## config.mk

```make
export PLATFORM = sky130hd
export DESIGN_NAME = display_scan_ctrl
export DESIGN_NICKNAME = d
export VERILOG_FILES = /design/src/rtl/display_scan_ctrl.sv
export SDC_FILE = /design/constraint.sdc
export NUM_CORES = 1
export LEC_CHECK = 0
export ABC_AREA = 1
export ABC_CLOCK_PERIOD_IN_PS = 2220
export BUFFER_PORTS_ARGS = -buffer_cell sky130_fd_sc_hd__buf_2
export CAP_MARGIN = 30
export CELL_PAD_IN_SITES_DETAIL_PLACEMENT = 0
export CELL_PAD_IN_SITES_GLOBAL_PLACEMENT = 2
export CORE_UTILIZATION = 35
export DETAILED_ROUTE_END_ITERATION = 7
export PLACE_DENSITY_LB_ADDON = 0.25
export SLEW_MARGIN = 20
export SYNTH_ARGS = -nofsm -noshare
export SYNTH_HDL_FRONTEND = slang
export SYNTH_SLANG_ARGS = --single-unit
```

## constraint.sdc

```tcl
create_clock -name clk -period 2.22 [get_ports clk]
set_input_delay 0.111 -clock clk [delete_from_list [all_inputs] [get_ports clk]]
set_output_delay 0.111 -clock clk [all_outputs]
set_load 0.01 [all_outputs]
```

## src/rtl/display_scan_ctrl.sv

```systemverilog
// rtl/display_scan_ctrl.sv - 8-digit 7-segment scan sequencer with per-slot blanking
module display_scan_ctrl #(
    parameter int TICK_DIV  = 100000,
    parameter int BLANK_CYC = 1000
) (
    input  logic       clk,
    input  logic       reset_n,
    input  logic       en,
    input  logic [7:0] digit_en,
    output logic [2:0] seg_sel,
    output logic [7:0] anode,
    output logic       blank,
    output logic       frame_done
);

    typedef enum logic [1:0] {
        IDLE  = 2'd0,
        BLANK = 2'd1,
        DRIVE = 2'd2
    } state_t;

    localparam logic [19:0] TICK_LAST  = 20'(TICK_DIV - 1);
    localparam logic [19:0] BLANK_LAST = 20'(BLANK_CYC - 1);

    state_t      state;
    state_t      state_nx;
    logic [19:0] cnt;
    logic        slot_end;
    logic        drive_on;

    // Last cycle of a slot: the driven window has used up the remaining cycles
    assign slot_end = (state == DRIVE) && (cnt == TICK_LAST);

    // State register
    always_ff @(posedge clk or negedge reset_n) begin
        if (!reset_n) begin
            state <= IDLE;
        end else begin
            state <= state_nx;
        end
    end

    // Next-state decode; dropping en always returns to IDLE
    always_comb begin
        state_nx = state;
        if (!en) begin
            state_nx = IDLE;
        end else begin
            case (state)
                IDLE:    state_nx = BLANK;
                BLANK:   if (cnt == BLANK_LAST) state_nx = DRIVE;
                DRIVE:   if (slot_end) state_nx = BLANK;
                default: state_nx = IDLE;
            endcase
        end
    end

    // Slot counter, digit select and end-of-frame pulse
    always_ff @(posedge clk or negedge reset_n) begin
        if (!reset_n) begin
            cnt        <= '0;
            seg_sel    <= '0;
            frame_done <= 1'b0;
        end else if (!en) begin
            cnt        <= '0;
            seg_sel    <= '0;
            frame_done <= 1'b0;
        end else begin
            frame_done <= slot_end && (seg_sel == 3'd7);
            case (state)
                IDLE: begin
                    cnt     <= '0;
                    seg_sel <= '0;
                end
                BLANK: begin
                    cnt <= cnt + 20'd1;
                end
                DRIVE: begin
                    if (slot_end) begin
                        cnt     <= '0;
                        seg_sel <= seg_sel + 3'd1;
                    end else begin
                        cnt <= cnt + 20'd1;
                    end
                end
                default: begin
                    cnt     <= '0;
                    seg_sel <= '0;
                end
            endcase
        end
    end

    // Moore output decode; digit_en is used unregistered so it acts immediately
    always_comb begin
        drive_on = (state == DRIVE) && digit_en[seg_sel];
        anode    = drive_on ? ~(8'b1 << seg_sel) : 8'hFF;
        blank    = ~drive_on;
    end

endmodule

```

==> results.txt <==
Net count of the mapped netlist = 257
Detailed Routing Iterations Pass 1 = 4
Critical-path cell list = inv_1 -> nor2_1 -> o211ai_2 -> nand4_1 -> buf_2
Transition time at the pin with the least slew margin = 578.7 ps
Seq/Total Area, Yosys = 0.3698
Antenna violations before repair = 0
Clock input transition at the sequential cells of the worst setup and hold paths = 90 ps
Launch instance of the worst min-delay path = en
Largest stage delay on the critical path = 490 ps
Core region area = 4786 um2
Wire length of the first global-routing pass = 6.417 mm
Via count of the first global-routing pass = 1,397
Worst hold stages = 4
Total overflow reported by the global router = 0
Worst Setup Path Type = flip-flop to output pin
RSZ-0062 raised after global routing = false
Cell count after synthesis = 235
Number of slew-limit violations in the final report = 0
Full die area = 5314 um2
Worst path slowest cell = sky130_fd_sc_hd__dfrtp_1
Number of diodes added for antenna fixing = 0
Maxcap violations = 0
Worst relative slew slack = 0.6142
CP endpoint kind = output pin
Worst supply voltage drop on vdd = 403.6 uV
Total power divided by cell area = 575.1 nW/um2
Period utilization = 0.8353
Overall die height = 72.90 um
Startpoint type of the worst setup path = flip-flop
Final Routed Wirelength = 3.865 mm
Root buffer cell = sky130_fd_sc_hd__clkbuf_8
Share of synthesized cell area in and, or, nand and nor gates = 0.3962
Mux contribution to synthesized area = 0
Synthesized flop and latch total = 26
Via/cell ratio = 4.477
Dpl ws = 525.9 ps
Number of primary I/O pins = 24
Detailed placer's ending HPWL = 2.971 mm
List of most frequent post-synthesis cells = 61 x sky130_fd_sc_hd__nand2_1, 33 x sky130_fd_sc_hd__nor2_1, 27 x sky130_fd_sc_hd__inv_1
Dominant synthesized flop cell = sky130_fd_sc_hd__dfrtp_1
Leading cell type by number of instances after synthesis = sky130_fd_sc_hd__nand2_1
Data arrival at the endpoint of the critical path = 1740 ps
Number of warnings reported in the yosys synthesis log = 0
Avg Cell Area, Syn = 7.486 um2
CTS Buf Count = 3
Critical path fanouts, max = 9
Post-route ant nets = 0
Area share of xor/xnor cells in the synthesized design = 0.05477
Vias = 1,464
Number of hold-slack violations in the final timing report = 0
Routability congestion estimate from global placement = 0.7789
Critical R2R Capture = cnt[17]
Hold Path End = state[1]
TritonCTS Sinks = 26
Number of design rule violations left after detail routing = 0
Synthesized cell area = 1759 um2
CTS tree = built
Latest clock arrival within the worst-skew pair = 270 ps
Synth top area share = 0.3698
Proportion of register bits with asynchronous set or reset after synthesis = 1.000
Status = finished clean
Leakage power figure = 0.9428 nW
Adder and majority cell fraction of the synthesized area = 0.07824
H-tree Lvls = 1
Count of flip-flops with a built-in enable after synthesis = 0
Synth Area in Compound Gates = 0.01849
Tot GR Track Use = 0.1572
Worst Clk Skew = 1.647 ps
Number of unique standard cell types used by synthesis = 24
Final core utilization = 0.4193
Layout cell share with drive strength beyond 1 = 0.1885
Largest family of logic cells by synthesized area = simple AND/OR/NAND/NOR gates
Cell types occupying the most area after synthesis = sky130_fd_sc_hd__dfrtp_1 37%, sky130_fd_sc_hd__nand2_1 13%, sky130_fd_sc_hd__ha_1 7.8%, sky130_fd_sc_hd__nor2_1 7.0%, sky130_fd_sc_hd__inv_1 5.8%
Minimum period implied by the final worst setup slack = 1854 ps
Critical Path RT = 2110 ps
Number of setup violations in the final report = 0
Width of the die = 72.90 um
Register-to-register path setup slack = 510 ps
Pin count of the biggest net entering global routing = 27
Setup ws final = 365.6 ps
Library cell with the largest summed area after synthesis = sky130_fd_sc_hd__dfrtp_1
Iter 0 DRT Violations = 78
Final total negative setup slack = 0 ps
Reg2reg start = cnt[0]
Area Overhead vs Synth = 14.08%
Number of rows created at floorplan = 25
DR WL/cell = 11.82 um
Worst min-delay path category = input pin to flip-flop
Startpoint of the most critical setup path = seg_sel[0]
Achievable Freq = 539.3 MHz
Final layout net count = 283
FF-to-FF path depth = 10
Maximum clock path buffer count = 2
Starting density of the core = 0.3676
Input/output buffers = 23
## cells in the final DEF, fill, tap and decap left out
| cell | synthesis | layout |
|---|---|---|
| sky130_fd_sc_hd__dlygate4sd3_1 | 0 | 1 |
| sky130_fd_sc_hd__dfrtp_1 | 26 | 26 |
| sky130_fd_sc_hd__inv_1 | 27 | 27 |
| sky130_fd_sc_hd__nand2_4 | 3 | 3 |
| sky130_fd_sc_hd__ha_1 | 11 | 11 |
| sky130_fd_sc_hd__or2_1 | 1 | 1 |
| sky130_fd_sc_hd__nand2_2 | 2 | 2 |
| sky130_fd_sc_hd__nand3_2 | 1 | 1 |
| sky130_fd_sc_hd__buf_2 | 1 | 23 |
| sky130_fd_sc_hd__nand2_1 | 61 | 61 |
| sky130_fd_sc_hd__nor3_1 | 4 | 4 |
| sky130_fd_sc_hd__clkbuf_8 | 0 | 3 |
| sky130_fd_sc_hd__nor2_2 | 13 | 13 |
| sky130_fd_sc_hd__o21ai_0 | 4 | 4 |
| sky130_fd_sc_hd__o211ai_2 | 1 | 1 |
| sky130_fd_sc_hd__nor2_1 | 33 | 33 |
| sky130_fd_sc_hd__xnor2_1 | 2 | 2 |
| sky130_fd_sc_hd__bufinv_16 | 0 | 1 |
| sky130_fd_sc_hd__xor2_1 | 9 | 9 |
| sky130_fd_sc_hd__inv_2 | 1 | 1 |
| sky130_fd_sc_hd__nand4_1 | 13 | 13 |
| sky130_fd_sc_hd__nand3b_1 | 1 | 1 |
| sky130_fd_sc_hd__nand3_1 | 17 | 17 |
| sky130_fd_sc_hd__and2_1 | 1 | 1 |
| sky130_fd_sc_hd__buf_4 | 0 | 1 |
## state kept, by name (all words and copies together), names as in the netlist
signal	flops
frame_done	1
cnt	20
seg_sel	3
state	2
## metrics by stage
stage / power, mW / hold slack (ps) / area (um2) / cells
final: 1.154 / 187.1 / 2007 / 327
after detailed placement: 0.7700 / 148.3 / 1926 / 322
after CTS: 1.168 / 180.7 / 2007 / 327
after global routing: 1.215 / 194.6 / 2007 / 327
after floorplan: 0.7302 / -184.6 / 1759 / 235
after global placement: 0.7728 / 145.1 / 1926 / 322
## per-layer routing
metal,wire length (um),vias up,global-route usage
met5,0,-,0
met4,7,0,0.01307
met3,126,2,0.03315
met2,1636,17,0.2378
met1,2095,658,0.2385
li1,-,787,-
## worst max-delay path, delay by kind of cell, from the launching register on
kind	cells	cell delay, ps
buffers and inverters	2	410
DFF	1	490
AOI/OAI and AO/OA	1	350
and+or+nand+nor	2	220
## where the power goes
part	switching [mW]	internal [mW]	leakage, nW	total (mW)
clock network	0.154	0.241	0.0357	0.395
logic	0.168	0.0776	0.546	0.246
registers	0.0196	0.494	0.361	0.513
## worst max path at each step
stage,slack [ps],depth (start not counted),endpoint
3_5_place_dp,530,10,cnt[12]
6_report,370,5,anode[6]
5_1_grt,190,7,anode[6]
2_1_floorplan,760,11,cnt[6]
3_3_place_gp,580,9,cnt[15]
4_1_cts,370,5,anode[2]
## cells by family (layout without fill, tap and decap cells)
family / count (synthesis) / count (layout)
adders and majority gates: 11 / 11
and+or+nand+nor: 150 / 150
DFF: 26 / 26
xor gates and xnor gates: 11 / 11
AOI/OAI and AO/OA: 5 / 5
buffers and inverters: 32 / 57
## what timing repair did
item                                    CTS  global route
endpoints found under the setup margin    0             0
hold endpoints to repair                 26             0
resized for setup                         0             0
hold buffers                              1             0
setup buffers                             0             0
## area by class of cell
class                           instances  area [um2]
Clock buffer                            3       41.29
Fill cell                             511        2779
Timing Repair Buffer                   25       132.6
Multi-Input combinational cell        177       963.4
Clock inverter                          1       30.03
Inverter                               28       105.1
Sequential cell                        26       650.6
Tap cell                               67       83.83
No activity file was read; power rests on OpenSTA's default activity.
